==> config.mk <==
export PLATFORM = sky130hd
export DESIGN_NAME = groestl_src_fifo
export DESIGN_NICKNAME = d
export VERILOG_FILES = /design/src/rtl/groestl_feed_pkg.sv /design/src/rtl/groestl_word_fifo.sv /design/src/rtl/groestl_src_fifo.sv
export SDC_FILE = /design/constraint.sdc
export NUM_CORES = 1
export LEC_CHECK = 0
export CORE_MARGIN = 3
export CORE_UTILIZATION = 41
export DETAILED_ROUTE_END_ITERATION = 10
export SLEW_MARGIN = 40
export SYNTH_ARGS = -nofsm -noshare
export SYNTH_HDL_FRONTEND = slang
export SYNTH_SLANG_ARGS = --single-unit
==> constraint.sdc <==
create_clock -name clk -period 22.2 [get_ports clk]
set_clock_uncertainty 0.15 [all_clocks]
set_input_delay 5.55 -clock clk [delete_from_list [all_inputs] [get_ports clk]]
set_output_delay 5.55 -clock clk [all_outputs]
set_load 0.01 [all_outputs]
==> src/rtl/groestl_feed_pkg.sv <==
// Shared types and helpers for the Groestl message feeder.
// Holds word/half widths, the message word layout and the byte-reversal helper.
package groestl_feed_pkg;

  localparam int unsigned WORD_W = 64;
  localparam int unsigned HALF_W = 32;

  // Message word as presented to the core: high half in bits 63:32.
  typedef struct packed {
    logic [HALF_W-1:0] hi;
    logic [HALF_W-1:0] lo;
  } word_t;

  function automatic logic [HALF_W-1:0] bswap32(input logic [HALF_W-1:0] d);
    return {d[7:0], d[15:8], d[23:16], d[31:24]};
  endfunction

endpackage

==> src/rtl/groestl_word_fifo.sv <==
// Generic first-word-fall-through FIFO on a register array.
// Push is qualified against the pre-pop level, so a full FIFO drops a same-cycle push.
module groestl_word_fifo
  import groestl_feed_pkg::*;
#(
  parameter  int unsigned DEPTH = 16,
  parameter  int unsigned W     = WORD_W,
  localparam int unsigned AW    = $clog2(DEPTH),
  localparam int unsigned LW    = AW + 1
) (
  input  logic          clk,
  input  logic          reset,
  input  logic          i_clear,
  input  logic          i_push,
  input  logic [W-1:0]  i_wdata,
  input  logic          i_pop,
  output logic [W-1:0]  o_rdata,
  output logic [LW-1:0] o_level,
  output logic          o_full,
  output logic          o_empty
);

  logic [W-1:0]  r_mem [DEPTH];
  logic [AW-1:0] r_wr_ptr;
  logic [AW-1:0] r_rd_ptr;
  logic [LW-1:0] r_level;

  logic w_flush;
  logic w_full;
  logic w_empty;
  logic w_push_ok;
  logic w_pop_ok;

  assign w_flush   = reset | i_clear;
  assign w_full    = (r_level == LW'(DEPTH));
  assign w_empty   = (r_level == '0);
  assign w_push_ok = i_push & ~w_full;
  assign w_pop_ok  = i_pop & ~w_empty;

  // Pointers wrap naturally; level is tracked separately to tell full from empty.
  always_ff @(posedge clk) begin
    if (w_flush) begin
      r_wr_ptr <= '0;
      r_rd_ptr <= '0;
      r_level  <= '0;
    end else begin
      if (w_push_ok) r_wr_ptr <= r_wr_ptr + AW'(1);
      if (w_pop_ok)  r_rd_ptr <= r_rd_ptr + AW'(1);
      case ({w_push_ok, w_pop_ok})
        2'b10:   r_level <= r_level + LW'(1);
        2'b01:   r_level <= r_level - LW'(1);
        default: r_level <= r_level;
      endcase
    end
  end

  // Storage is never flushed; the pointers alone define valid contents.
  always_ff @(posedge clk) begin
    if (!w_flush && w_push_ok) r_mem[r_wr_ptr] <= i_wdata;
  end

  assign o_rdata = w_empty ? '0 : r_mem[r_rd_ptr];
  assign o_level = r_level;
  assign o_full  = w_full;
  assign o_empty = w_empty;

endmodule

==> src/rtl/groestl_src_fifo.sv <==
// Host-to-core feeder: assembles 32-bit halves into 64-bit words and buffers them.
// Presents an active-low src_ready / src_read source interface with sticky error flags.
module groestl_src_fifo
  import groestl_feed_pkg::*;
#(
  parameter  int unsigned DEPTH = 16,
  localparam int unsigned LW    = $clog2(DEPTH) + 1
) (
  input  logic              clk,
  input  logic              reset,
  input  logic              clear,
  input  logic              half_valid,
  input  logic              half_sel,
  input  logic              half_swap,
  input  logic [HALF_W-1:0] half_data,
  output logic              full,
  output logic [LW-1:0]     level,
  output logic              overflow,
  output logic              underflow,
  output logic              src_ready,
  input  logic              src_read,
  output logic [WORD_W-1:0] din
);

  logic [HALF_W-1:0] r_lo_hold;
  logic              r_overflow;
  logic              r_underflow;

  logic [HALF_W-1:0] w_half;
  logic              w_lo_wr;
  logic              w_commit;
  word_t             w_word;
  word_t             w_head;
  logic [LW-1:0]     w_level;
  logic              w_full;
  logic              w_empty;

  assign w_half   = half_swap ? bswap32(half_data) : half_data;
  assign w_lo_wr  = half_valid & ~half_sel;
  assign w_commit = half_valid & half_sel;
  assign w_word   = '{hi: w_half, lo: r_lo_hold};

  // Low half is retained across commits so repeated high writes reuse it.
  always_ff @(posedge clk) begin
    if (reset || clear) begin
      r_lo_hold <= '0;
    end else if (w_lo_wr) begin
      r_lo_hold <= w_half;
    end
  end

  // Sticky error flags, cleared only by reset or clear.
  always_ff @(posedge clk) begin
    if (reset || clear) begin
      r_overflow  <= 1'b0;
      r_underflow <= 1'b0;
    end else begin
      if (w_commit && w_full)  r_overflow  <= 1'b1;
      if (src_read && w_empty) r_underflow <= 1'b1;
    end
  end

  groestl_word_fifo #(
    .DEPTH (DEPTH),
    .W     (WORD_W)
  ) u_fifo (
    .clk     (clk),
    .reset   (reset),
    .i_clear (clear),
    .i_push  (w_commit),
    .i_wdata (w_word),
    .i_pop   (src_read),
    .o_rdata (w_head),
    .o_level (w_level),
    .o_full  (w_full),
    .o_empty (w_empty)
  );

  assign din       = w_head;
  assign level     = w_level;
  assign full      = w_full;
  assign src_ready = w_empty;
  assign overflow  = r_overflow;
  assign underflow = r_underflow;

endmodule

# After elaboration in Yosys (flattened, before gate mapping)
# Memories as Yosys holds them, arrays and structs flattened. A register that Yosys moved wholly into a read port is not among the register bits.
# Cells that the tools add are included.
[totals]
regBits = 47
ram_bits = 1024
input_bits = 39
output_inout_bits = 73
elab_cells = 36
n_memories = 1
[memory_table]
columns = ["memory", "depth", "width", "read_ports", "rd_ports_with_merged_regs", "wr", "line", "rtl"]
rows = [
  ["u_fifo.r_mem", 16, 64, 1, 1, 1, "groestl_word_fifo.sv:23", "logic [W-1:0] r_mem [DEPTH];"],
]
[classes]
add_sub_neg = 4
eq_ne = 3
muxes = 7
bitwise = 8
n_reduce_logical = 7
[ops]
columns = ["cell", "count"]
rows = [
  ["$mux W64", 1],
  ["$mux W32", 1],
  ["$pmux W5 S2", 1],
  ["$add A4 B1 Y4 const B", 2],
  ["$mux W4", 2],
  ["$add A5 B1 Y5 const B", 1],
  ["$eq A5 B5 Y1 const B", 1],
  ["$logic_not A5 Y1", 1],
  ["$sub A5 B1 Y5 const B", 1],
  ["$and A1 B1 Y1", 4],
  ["$logic_and A1 B1 Y1", 3],
  ["$not A1 Y1", 3],
  ["$eq A2 B1 Y1 const B", 1],
  ["$eq A2 B2 Y1 const B", 1],
  ["$mux W1", 2],
  ["$reduce_bool A2 Y1", 1],
  ["$logic_not A1 Y1", 1],
  ["$logic_or A1 B1 Y1", 1],
  ["$or A1 B1 Y1", 1],
]

# Depth between registers and ports, before layout
# Gate-level depths: netlist of run 1.
[depth]
ltp_word = 6
ltp_mapped = 12
ltp_nobuf = 10

# Modules after synthesis
# A second synthesis of run 1 with hierarchy kept.
[hier_totals]
cells_unflattened = 1871
hier_area_um2 = 41751.3
[modules_own_cells]
columns = ["module", "instances", "cells_each", "area_each_um2", "seq_area_each_um2"]
rows = [
  ["groestl_word_fifo", 1, 1686, 39734.4, 31089.8],
  ["groestl_src_fifo", 1, 185, 2016.9, 680.7],
]

# Worst setup path after synthesis of run 1
# Ideal clock, no wire load.
[synth_path]
path_type = "input -> register"
startpoint = "input port half_sel"
endpoint = "memory u_fifo.r_mem[0][0] (netlist name), enable pin"
setup_time_ps = 564
arrival_time_ps = 10674
required_time_ps = 21486
slack_ps = 10812
stages = 4
n_path_buf = 0
cell_sequence = "nand2_1 -> a21oi_1 -> nand3_1 -> nor3_1"
[synth_via]
elab_chain_len = 5
[synth_lines]
columns = ["element", "line", "rtl"]
rows = [
  ["start: declaration", "groestl_src_fifo.sv:13", "input logic half_sel,"],
  ["$and A1 B1 Y1", "groestl_src_fifo.sv:40", "assign w_commit = half_valid & half_sel;"],
  ["$and A1 B1 Y1", "groestl_word_fifo.sv:37", "assign w_push_ok = i_push & ~w_full;"],
  ["$logic_and A1 B1 Y1", "groestl_word_fifo.sv:59", "if (!w_flush && w_push_ok) r_mem[r_wr_ptr] <= i_wdata;"],
  ["$mux W1", "groestl_word_fifo.sv:59", ""],
  ["$mux W1 (implied by the code)", "groestl_word_fifo.sv:59", ""],
  ["end: declaration", "groestl_word_fifo.sv:23", ""],
]
# No other way between the ends.

==> impl_metrics.sql, run 1 <==
INSERT INTO impl_metrics (metric_group, metric, value, unit) VALUES
('run_status', 'status', 'complete, no violations', ''),
('setup_path', 'crit_type', 'reg -> out', ''),
('clock_tree', 'cts_htree_levels', '3', ''),
('setup_path', 'worst-path-max-fanout', '57', ''),
('clock_tree', 'ctsLongestPathBuffers', '3', ''),
('die', 'design.die.area', '0.105', 'sq mm'),
('logic_synthesis', 'avgSynthCellArea', '22.1', 'sq um'),
('logic_synthesis', 'synth_seq_cells', '1075', ''),
('route', 'detail_route.iter0.violations', '1847', ''),
('die', 'rows', '116', ''),
('setup_path', 'cp-end-kind', 'output port', ''),
('setup_path', 'timing.rr.end', 'u_fifo.r_mem[11][55]$_DFFE_PP_', ''),
('logic_synthesis', 'synth.yosys.warnings', '0', ''),
('global_route', 'grt_overflow', '0', ''),
('setup_path', 'timing.reg2reg.worst_path_depth', '6', ''),
('route', 'post_drt_via_cell_ratio', '5.69', ''),
('setup_path', 'timing.critical_path.required', '16.50', 'ns'),
('logic_synthesis', 'synthDominantCellAreaShare', '73.9', '%'),
('clock_tree', 'cts.repair.resized', '0', ''),
('route', 'detailroute.via_count', '19900', ''),
('clock_tree', 'hold_buffers', '0', ''),
('sta', 'setup_repair_after_global_routing_missed_its_margin', 'false', ''),
('sta', 'max_slew_violation_count', '0', ''),
('sta', 'tightestPinTransition', '0.879', 'ns'),
('logic_synthesis', 'synthesis.instances', '1885', ''),
('logic_synthesis', 'post_synth_instance_area', '0.0416', 'sq mm'),
('place', 'dp_hpwl', '52.3', 'mm'),
('sta', 'period_minus_slack', '10.22', 'ns'),
('sta', 'layout_setup_ws', '11.98', 'ns'),
('cells_and_area', 'synth_to_layout_area_growth', '15.8', '%'),
('clock_tree', 'cts.sink_count', '1075', ''),
('global_route', 'grt_first_pass_wirelength', '147', 'mm'),
('sta', 'finalHoldViolCount', '0', ''),
('die', 'design.portCount', '112', ''),
('hold_path', 'timing.hold.worst_path_depth', '2', ''),
('logic_synthesis', 'synth_top_cells_by_area', 'sky130_fd_sc_hd__edfxtp_1 (74%), sky130_fd_sc_hd__mux4_2 (14%), sky130_fd_sc_hd__dfxtp_1 (2.5%)', ''),
('global_route', 'grt_start_max_net_pins', '74', ''),
('route', 'detail_route.wl_per_cell', '28.7', 'microns'),
('die', 'die_width', '325', 'microns'),
('die', 'effective_utilization_at_floorplan', '41.5', '%'),
('global_route', 'grt_pass1_vias', '20800', ''),
('cells_and_area', 'final_net_count', '2099', ''),
('setup_path', 'critPathArrivalTime', '4.52', 'ns'),
('place', 'io_buffers', '111', ''),
('sta', 'final_min_period_over_clock_period', '46.0', '%'),
('sta', 'setup_tns', '0', 'ns'),
('place', 'place_worst_setup_slack', '12.03', 'ns'),
('die', 'die_height', '325', 'microns'),
('clock_tree', 'insertion_delay', '0.68', 'ns'),
('logic_synthesis', 'synth_cell_type_count', '48', ''),
('cells_and_area', 'commonest_non_fill_non_tap_cell_in_the_layout', 'sky130_fd_sc_hd__edfxtp_1', ''),
('route', 'count_of_tritonroute_iterations_in_the_first_routing_pass', '5', ''),
('sta', 'max_freq', '0.0978', 'GHz'),
('cells_and_area', 'drive_gt1_share', '25.8', '%'),
('logic_synthesis', 'yosysSeqAreaShare', '76.4', '%'),
('power_and_ir_drop', 'power.leakage', '14.9', 'nW'),
('route', 'drc_errors', '0', ''),
('logic_synthesis', 'syn-num-nets', '1933', ''),
('clock_tree', 'clock_tree.root_cell', 'sky130_fd_sc_hd__clkbuf_16', ''),
('global_route', 'globalRouteTotalUtil', '19.0', '%'),
('clock_tree', 'cts_tree', 'built', ''),
('setup_path', 'worst-r2r-setup-slack', '17.93', 'ns'),
('cells_and_area', 'layout_common_cells', 'sky130_fd_sc_hd__edfxtp_1 (1024), sky130_fd_sc_hd__mux4_2 (256), sky130_fd_sc_hd__clkbuf_16 (110), sky130_fd_sc_hd__clkdlybuf4s50_1 (110), sky130_fd_sc_hd__a211oi_1 (92)', ''),
('global_route', 'grt_antenna_before_repair', '0', ''),
('clock_tree', 'cts_setup_buffers', '0', ''),
('clock_tree', 'cts_buf_count', '109', ''),
('sta', 'max-slew-margin-rel', '41.4', '%'),
('sta', 'report.final.setup_viol', '0', ''),
('hold_path', 'min_path_type', 'reg -> reg', ''),
('route', 'wirelength', '100', 'mm'),
('setup_path', 'critPathLaunchType', 'register', '');
final cells by class:
type,instances,area [sq um]
clock inverter,49,627
clock buffer,154,3040
sequential,1075,31800
tap,1357,1700
fill,8102,52100
inverter,5,18.8
timing repair buffer,167,1670
multi-input combinational,693,9340
antenna,1,2.50
metrics by stage:
stage	utilization [%]	hold WS (ns)	area, sq um	std cells
2_1_floorplan	-	0.309	41600	1885
3_3_place_gp	44.2	0.314	44300	3289
3_5_place_dp	44.3	0.329	44500	3295
4_1_cts	48.0	0.344	48100	3498
5_1_grt	48.0	0.386	48200	3500
6_report	48.0	0.334	48200	3501
worst max-delay path by stage:
stage | endpoint | slack [ns] | cells past startpoint | startpoint
5_1_grt | din[37] | 11.65 | 9 | register
3_3_place_gp | din[45] | 11.75 | 7 | register
6_report | din[45] | 11.98 | 7 | register
3_5_place_dp | din[2] | 12.03 | 7 | register
4_1_cts | din[47] | 11.29 | 7 | register
2_1_floorplan | u_fifo.r_mem[0][0]$_DFFE_PP_ | 10.81 | 4 | half_sel
layer usage:
metal	global-route usage, %	wire length [microns]
met2	30.9	48600
met3	2.73	6070
met4	4.70	2160
met1	27.4	43600
met5	0	0
cell usage after synthesis, drive strengths merged:
master	n
mux4	256
and2	1
a31oi	2
xor2	5
o221ai	1
nand3	7
edfxtp	1024
nor4	2
a21oi	6
nand4b	1
nor3	4
xnor2	2
ha	9
a221o	19
nand4	1
buf	73
nand2b	3
inv	5
nor3b	2
clkbuf	39
o211ai	4
or2	1
mux2i	80
a211o	2
nor2b	65
nor2	59
or3	1
o21ai	2
and4b	1
a211oi	93
a21o	1
a31o	1
nor4bb	1
or4	3
or3b	1
nand2	4
mux2	52
dfxtp	51
and3	1
registers in the layout (all words and copies together) (netlist names), named ones only:
register,cells
u_fifo.r_mem,1024
r_lo_hold,32
u_fifo.o_level,5
u_fifo.r_rd_ptr,4
u_fifo.r_wr_ptr,4
overflow,1
underflow,1
worst max-delay path, stage by stage, from the launching register on:
cell	delay, ns
sky130_fd_sc_hd__dfxtp_4	0.65
sky130_fd_sc_hd__buf_6	0.66
sky130_fd_sc_hd__buf_6	0.65
sky130_fd_sc_hd__mux4_2	0.34
sky130_fd_sc_hd__nor2b_1	0.14
sky130_fd_sc_hd__a211oi_1	0.07
sky130_fd_sc_hd__a211oi_1	0.62
sky130_fd_sc_hd__clkdlybuf4s50_1	0.66
where the power goes:
part	leakage, nW	switching, mW	internal, mW
registers	10.1	0.00836	2.22
logic	3.02	0.0702	0.0417
clock network	1.75	0.758	1.10
total	14.9	0.837	3.36
kinds of logic (layout without fill, tap and decap cells):
group | count (synthesis) | in the layout | synth area share [%]
buffers and inverters | 117 | 375 | 1.48
XOR/XNOR | 7 | 7 | 0.147
other | 0 | 1 | 0
AO/OA/AOI/OAI | 131 | 131 | 2.48
multiplexers | 388 | 388 | 17.2
flip-flops | 1075 | 1075 | 76.4
AND/OR/NAND/NOR | 158 | 158 | 2.05
adder cells (fa/ha/maj) | 9 | 9 | 0.271
Note: power is estimated with default switching activity, not from simulation.
==> run 2, diff against run 1 <==
==> constraint.sdc (replaced) <==
create_clock -name clk -period 10.2 [get_ports clk]
set_clock_uncertainty 0.15 [all_clocks]
set_input_delay 2.55 -clock clk [delete_from_list [all_inputs] [get_ports clk]]
set_output_delay 2.55 -clock clk [all_outputs]
set_load 0.01 [all_outputs]
==> impl_metrics.sql, run 2 (synthesis results as in run 1) <==
INSERT INTO impl_metrics (metric_group, metric, value, unit) VALUES
('cells_and_area', 'drive_gt1_share', '25.9', '%'),
('clock_tree', 'hold_buffers', '0', ''),
('clock_tree', 'cts.repair.resized', '0', ''),
('global_route', 'grt_antenna_before_repair', '2', ''),
('global_route', 'grt_start_max_net_pins', '131', ''),
('sta', 'setup_tns', '0', 'ns'),
('clock_tree', 'cts_setup_buffers', '0', ''),
('power_and_ir_drop', 'vdd_drop_max', '0.000139', 'V'),
('route', 'detailroute.via_count', '19600', ''),
('die', 'die_height', '325', 'microns'),
('route', 'final_antenna_net_count', '0', ''),
('sta', 'setup_repair_after_global_routing_missed_its_margin', 'false', ''),
('clock_tree', 'cts_htree_levels', '3', ''),
('setup_path', 'cp-end-kind', 'output port', ''),
('cells_and_area', 'commonest_non_fill_non_tap_cell_in_the_layout', 'sky130_fd_sc_hd__edfxtp_1', ''),
('sta', 'finalHoldViolCount', '0', ''),
('cells_and_area', 'antenna_cells', '0', ''),
('setup_path', 'timing.critical_path.required', '7.50', 'ns'),
('route', 'detail_route.iter0.violations', '2010', ''),
('die', 'rows', '116', ''),
('route', 'detail_route.wl_per_cell', '27.7', 'microns'),
('cells_and_area', 'layout_common_cells', 'sky130_fd_sc_hd__edfxtp_1 (1024), sky130_fd_sc_hd__mux4_2 (256), sky130_fd_sc_hd__clkdlybuf4s50_1 (110)', ''),
('clock_tree', 'insertion_delay', '0.67', 'ns'),
('setup_path', 'critPathArrivalTime', '4.43', 'ns'),
('hold_path', 'timing.hold.worst_path_depth', '2', ''),
('cells_and_area', 'area_of_the_multi_input_gates', '0.00934', 'sq mm'),
('clock_tree', 'path_clk_slew', '0.06', 'ns'),
('route', 'count_of_tritonroute_iterations_in_the_first_routing_pass', '5', ''),
('die', 'die_width', '325', 'microns'),
('sta', 'report.final.setup_viol', '0', ''),
('run_status', 'status', 'complete, no violations', ''),
('hold_path', 'whs_endpoint', 'overflow$_SDFFE_PP0P_', ''),
('setup_path', 'crit_type', 'reg -> out', ''),
('setup_path', 'crit_path_max_incr_delay', '0.77', 'ns'),
('power_and_ir_drop', 'p_per_area', '188', 'mW/mm^2'),
('hold_path', 'timing.hold.worst.start', 'overflow$_SDFFE_PP0P_', ''),
('global_route', 'grt_overflow', '0', ''),
('setup_path', 'critPathLaunchType', 'register', ''),
('die', 'design.die.area', '0.105', 'sq mm'),
('clock_tree', 'clock_tree.root_cell', 'sky130_fd_sc_hd__clkbuf_16', ''),
('power_and_ir_drop', 'power.leakage', '14.8', 'nW'),
('route', 'post_drt_via_cell_ratio', '5.61', ''),
('place', 'dp_hpwl', '50.3', 'mm'),
('place', 'replace_congestion', '0.706', ''),
('setup_path', 'worst-path-max-fanout', '61', ''),
('clock_tree', 'cts_buf_count', '107', ''),
('cells_and_area', 'registers.top_by_ff_count', 'u_fifo.r_mem', ''),
('setup_path', 'worstPathBufferInverterCount', '4', ''),
('route', 'drc_errors', '0', ''),
('cells_and_area', 'seq_area', '0.0318', 'sq mm'),
('cells_and_area', 'number_of_flip_flops_under_the_largest_register_name', '1024', ''),
('cells_and_area', 'final_net_count', '2090', ''),
('sta', 'max_freq', '0.140', 'GHz'),
('clock_tree', 'cts_tree', 'built', ''),
('die', 'effective_utilization_at_floorplan', '41.5', '%'),
('setup_path', 'timing.reg2reg.worst_path_depth', '6', ''),
('cells_and_area', 'synth_to_layout_area_growth', '15.6', '%'),
('cells_and_area', 'final_core_util', '48.0', '%'),
('route', 'wirelength', '96.7', 'mm'),
('sta', 'tightestPinTransition', '0.964', 'ns'),
('setup_path', 'worst-r2r-setup-slack', '6.28', 'ns'),
('sta', 'max-slew-margin-rel', '35.4', '%'),
('hold_path', 'min_path_type', 'reg -> reg', ''),
('setup_path', 'cell_family_with_the_largest_share_of_critical_path_delay', 'buffers and inverters', ''),
('global_route', 'globalRouteTotalUtil', '18.4', '%'),
('global_route', 'grt_first_pass_wirelength', '142', 'mm'),
('clock_tree', 'ctsLongestPathBuffers', '3', ''),
('sta', 'max_slew_violation_count', '0', ''),
('die', 'design.portCount', '112', ''),
('place', 'io_buffers', '111', ''),
('cells_and_area', 'fillerInstances', '8133', ''),
('setup_path', 'timing.rr.end', 'u_fifo.r_mem[12][15]$_DFFE_PP_', ''),
('sta', 'final_min_period_over_clock_period', '69.9', '%'),
('setup_path', 'regToRegStartpoint', 'u_fifo.o_level[1]$_SDFFE_PP0P_', ''),
('setup_path', 'crit_path_cell_trace', 'buf_12 > buf_16 > buf_16 > mux4_2 > nor2b_1 > a211oi_1 > a211oi_1 > clkdlybuf4s50_1', ''),
('sta', 'period_minus_slack', '7.13', 'ns'),
('global_route', 'grt_pass1_vias', '20600', ''),
('die', 'design.core.area', '0.100', 'sq mm'),
('job', 'count_of_max_cap_constraint_violations', '0', ''),
('clock_tree', 'cts.sink_count', '1075', ''),
('setup_path', 'critical_path_top_delay_cell', 'sky130_fd_sc_hd__a211oi_1', '');
run 2: cell types whose count changed in the layout (fill, tap and decap cells not counted), moves of 2 or more:
| cell | delta |
|---|---|
| sky130_fd_sc_hd__buf_12 | +6 |
| sky130_fd_sc_hd__bufinv_16 | +2 |
| sky130_fd_sc_hd__clkbuf_1 | -9 |
| sky130_fd_sc_hd__clkinvlp_4 | -4 |
| sky130_fd_sc_hd__inv_16 | -2 |
| sky130_fd_sc_hd__buf_4 | -4 |
| sky130_fd_sc_hd__clkbuf_16 | -2 |
| sky130_fd_sc_hd__clkbuf_8 | -9 |
| sky130_fd_sc_hd__buf_16 | +3 |
| sky130_fd_sc_hd__clkinv_2 | +19 |
| sky130_fd_sc_hd__buf_6 | -11 |
run 2: layout make-up:
cell class	count	area share [%]
repair buffers	160	3.53
inverters	5	0.0390
well taps	1357	3.53
flip-flops and latches	1075	66.1
multi-input cells	693	19.4
clock buffers	134	5.89
clock inverters	64	1.50
run 2: worst max-delay path by stage:
stage,from,to,slack (ns),cells after the start
after detailed placement,half_sel,u_fifo.r_mem[12][30]$_DFFE_PP_,3.67,7
after global routing,register,din[24],2.85,8
after floorplan,half_sel,u_fifo.r_mem[0][0]$_DFFE_PP_,1.81,4
after global placement,half_sel,u_fifo.r_mem[4][40]$_DFFE_PP_,3.67,6
final,register,din[24],3.07,8
after CTS,register,din[34],3.01,7
run 2: tightest hold or removal path, cell delays in order, from the launching register on:
cell	delay, ns
sky130_fd_sc_hd__dfxtp_1	0.33
sky130_fd_sc_hd__a31oi_1	0.05
sky130_fd_sc_hd__nor2_1	0.07
run 2: report_power, final:
part	internal [mW]	switching [mW]
logic	0.0901	0.151
clock network	2.32	1.62
registers	4.84	0.0183
run 2: metal layers:
metal | wire length (microns) | global-route usage (%) | up-vias
met4 | 2060 | 4.35 | 0
met5 | 0 | 0 | -
li1 | - | - | 8261
met2 | 47100 | 30.1 | 630
met3 | 6390 | 3.92 | 137
met1 | 41200 | 25.4 | 10500
run 2: per-stage QoR:
step	power (mW)	hold slack, ns	cell area (sq um)	setup WS [ns]	cells
final	9.04	0.337	48100	3.07	3488
after global routing	9.32	0.374	48100	2.85	3488
after CTS	9.13	0.334	48000	3.01	3486
after detailed placement	5.19	0.321	44500	3.67	3288
after global placement	5.19	0.312	44400	3.67	3282
after floorplan	5.06	0.309	41600	1.81	1885
==> run 3, diff against run 2 <==
==> constraint.sdc (replaced) <==
create_clock -name clk -period 6.1 [get_ports clk]
set_clock_uncertainty 0.15 [all_clocks]
set_input_delay 1.525 -clock clk [delete_from_list [all_inputs] [get_ports clk]]
set_output_delay 1.525 -clock clk [all_outputs]
set_load 0.01 [all_outputs]
==> impl_metrics.sql, run 3 (synthesis results as in run 1) <==
INSERT INTO impl_metrics (metric_group, metric, value, unit) VALUES
('global_route', 'grt_overflow', '0', ''),
('run_status', 'status', 'complete, no violations', ''),
('power_and_ir_drop', 'p_per_area', '313', 'mW/mm^2'),
('clock_tree', 'cts_tree', 'built', ''),
('sta', 'setup_repair_after_global_routing_missed_its_margin', 'false', ''),
('route', 'post_drt_via_cell_ratio', '5.64', ''),
('place', 'placed_cell_area', '0.0448', 'sq mm'),
('sta', 'report.final.setup_viol', '0', ''),
('cells_and_area', 'commonest_non_fill_non_tap_cell_in_the_layout', 'sky130_fd_sc_hd__edfxtp_1', ''),
('power_and_ir_drop', 'power.leakage', '15.0', 'nW'),
('global_route', 'grt_antenna_before_repair', '2', ''),
('power_and_ir_drop', 'vdd_drop_max', '0.000234', 'V'),
('route', 'wirelength', '98.4', 'mm'),
('die', 'rows', '116', ''),
('sta', 'holdWs', '0.327', 'ns'),
('hold_path', 'min_path_type', 'reg -> reg', ''),
('die', 'design.portCount', '112', ''),
('sta', 'max_slew_violation_count', '0', ''),
('route', 'detailroute.via_count', '19800', ''),
('die', 'die_width', '325', 'microns'),
('die', 'die_height', '325', 'microns'),
('clock_tree', 'cts_htree_levels', '3', ''),
('clock_tree', 'cts_setup_buffers', '0', ''),
('die', 'effective_utilization_at_floorplan', '41.5', '%'),
('setup_path', 'timing.critical_path.required', '4.43', 'ns'),
('setup_path', 'crit_path_cell_trace', 'buf_4 > mux4_2 > mux2_2 > a221o_1 > clkdlybuf4s50_1', ''),
('clock_tree', 'path_clk_slew', '0.06', 'ns'),
('clock_tree', 'insertion_delay', '0.66', 'ns'),
('setup_path', 'cell_family_with_the_largest_share_of_critical_path_delay', 'buffers and inverters', ''),
('cells_and_area', 'drive_gt1_share', '26.6', '%'),
('route', 'detail_route.wl_per_cell', '28.0', 'microns'),
('cells_and_area', 'fillerInstances', '8102', ''),
('setup_path', 'crit_type', 'reg -> out', ''),
('sta', 'final_min_period_over_clock_period', '90.3', '%'),
('cells_and_area', 'antenna_cells', '0', ''),
('route', 'detail_route.iter0.violations', '2135', ''),
('place', 'place_worst_setup_slack', '1.13', 'ns'),
('place', 'dp_hpwl', '54.2', 'mm'),
('global_route', 'grt_use_met3', '2.75', '%'),
('clock_tree', 'cts.sink_count', '1075', ''),
('job', 'count_of_max_cap_constraint_violations', '0', ''),
('global_route', 'globalRouteMet1Util', '26.3', '%'),
('global_route', 'grt_start_max_net_pins', '65', ''),
('global_route', 'globalRouteTotalUtil', '18.6', '%'),
('setup_path', 'worstPathBufferInverterCount', '2', ''),
('die', 'design.die.area', '0.105', 'sq mm'),
('global_route', 'grt.busiest_layer', 'met2', ''),
('global_route', 'global_route.usage.met2', '30.9', '%'),
('sta', 'period_minus_slack', '5.51', 'ns'),
('setup_path', 'worst-path-max-fanout', '37', ''),
('clock_tree', 'hold_buffers', '0', ''),
('route', 'drc_errors', '0', ''),
('cells_and_area', 'layout_common_cells', 'sky130_fd_sc_hd__edfxtp_1 (1024), sky130_fd_sc_hd__mux4_2 (256), sky130_fd_sc_hd__clkbuf_16 (110), sky130_fd_sc_hd__clkdlybuf4s50_1 (110), sky130_fd_sc_hd__a211oi_1 (92)', ''),
('setup_path', 'timing.critical_path.depth', '5', ''),
('sta', 'max_freq', '0.181', 'GHz'),
('clock_tree', 'cts.repair.resized', '0', ''),
('clock_tree', 'cts_buf_count', '109', ''),
('sta', 'tightestPinTransition', '0.834', 'ns'),
('place', 'io_buffers', '111', ''),
('cells_and_area', 'synth_to_layout_area_growth', '16.3', '%'),
('setup_path', 'timing.reg2reg.worst_path_depth', '9', ''),
('global_route', 'grt_pass1_vias', '20600', ''),
('setup_path', 'cp-end-kind', 'output port', ''),
('cells_and_area', 'final_net_count', '2106', ''),
('cells_and_area', 'finalInstanceArea', '0.0484', 'sq mm'),
('cells_and_area', 'number_of_flip_flops_under_the_largest_register_name', '1024', ''),
('setup_path', 'critPathLaunchType', 'register', ''),
('sta', 'layout_setup_ws', '0.589', 'ns'),
('setup_path', 'critical_path_top_delay_cell', 'sky130_fd_sc_hd__dfxtp_4', ''),
('clock_tree', 'clock_tree.root_cell', 'sky130_fd_sc_hd__clkbuf_16', ''),
('hold_path', 'timing.hold.worst_path_depth', '2', ''),
('die', 'design.core.area', '0.100', 'sq mm'),
('route', 'count_of_tritonroute_iterations_in_the_first_routing_pass', '5', ''),
('setup_path', 'critPathArrivalTime', '3.84', 'ns'),
('setup_path', 'crit_path_max_incr_delay', '0.74', 'ns'),
('sta', 'setup_tns', '0', 'ns'),
('place', 'replace_congestion', '0.728', ''),
('sta', 'max-slew-margin-rel', '44.3', '%'),
('clock_tree', 'ctsLongestPathBuffers', '3', ''),
('global_route', 'grt_first_pass_wirelength', '144', 'mm'),
('route', 'final_antenna_net_count', '0', ''),
('sta', 'finalHoldViolCount', '0', ''),
('cells_and_area', 'registers.top_by_ff_count', 'u_fifo.r_mem', '');
[run 3: final timing paths]
check | start | end | slack [ns]
hold / removal | underflow$_SDFFE_PP0P_ | underflow$_SDFFE_PP0P_ | 0.33
hold reg to reg | underflow$_SDFFE_PP0P_ | underflow$_SDFFE_PP0P_ | 0.33
setup reg to reg | u_fifo.o_level[2]$_SDFFE_PP0P_ | u_fifo.o_level[4]$_SDFFE_PP0P_ | 2.58
setup / recovery | register | din[16] | 0.59
[run 3: tightest hold or removal path: stages (launching register included)]
cell	delay (ns)
sky130_fd_sc_hd__dfxtp_1	0.33
sky130_fd_sc_hd__a21oi_1	0.04
sky130_fd_sc_hd__nor2_1	0.07
[run 3: per-stage QoR]
stage,utilization (%),power [mW],std cells
after global routing,48.3,15.6,3509
final,48.3,15.1,3509
after floorplan,-,8.46,1885
after CTS,48.2,15.3,3508
after detailed placement,44.6,8.69,3303
after global placement,44.5,8.68,3299
[run 3: area by class of cell]
cell class / count / area (sq um) / share of cell area [%]
flip-flops and latches: 1075 / 31800 / 65.7
inverters: 5 / 18.8 / 0.0388
multi-input cells: 693 / 9370 / 19.4
repair buffers: 174 / 1930 / 3.98
clock inverters: 54 / 507 / 1.05
well taps: 1357 / 1700 / 3.51
clock buffers: 151 / 3100 / 6.40
[run 3: per-layer routing]
metal / wire length [microns] / vias to the layer above / share of wire, %
met4: 1710 / 0 / 1.7
met5: 0 / - / 0
met3: 5630 / 119 / 5.7
li1: - / 8299 / -
met1: 42500 / 10700 / 43
met2: 48600 / 687 / 49
[run 3: power breakdown]
part           total (mW)  internal [mW]  switching, mW
registers            8.12           8.09         0.0321
logic               0.409          0.154          0.256
clock network        6.62           3.88           2.74
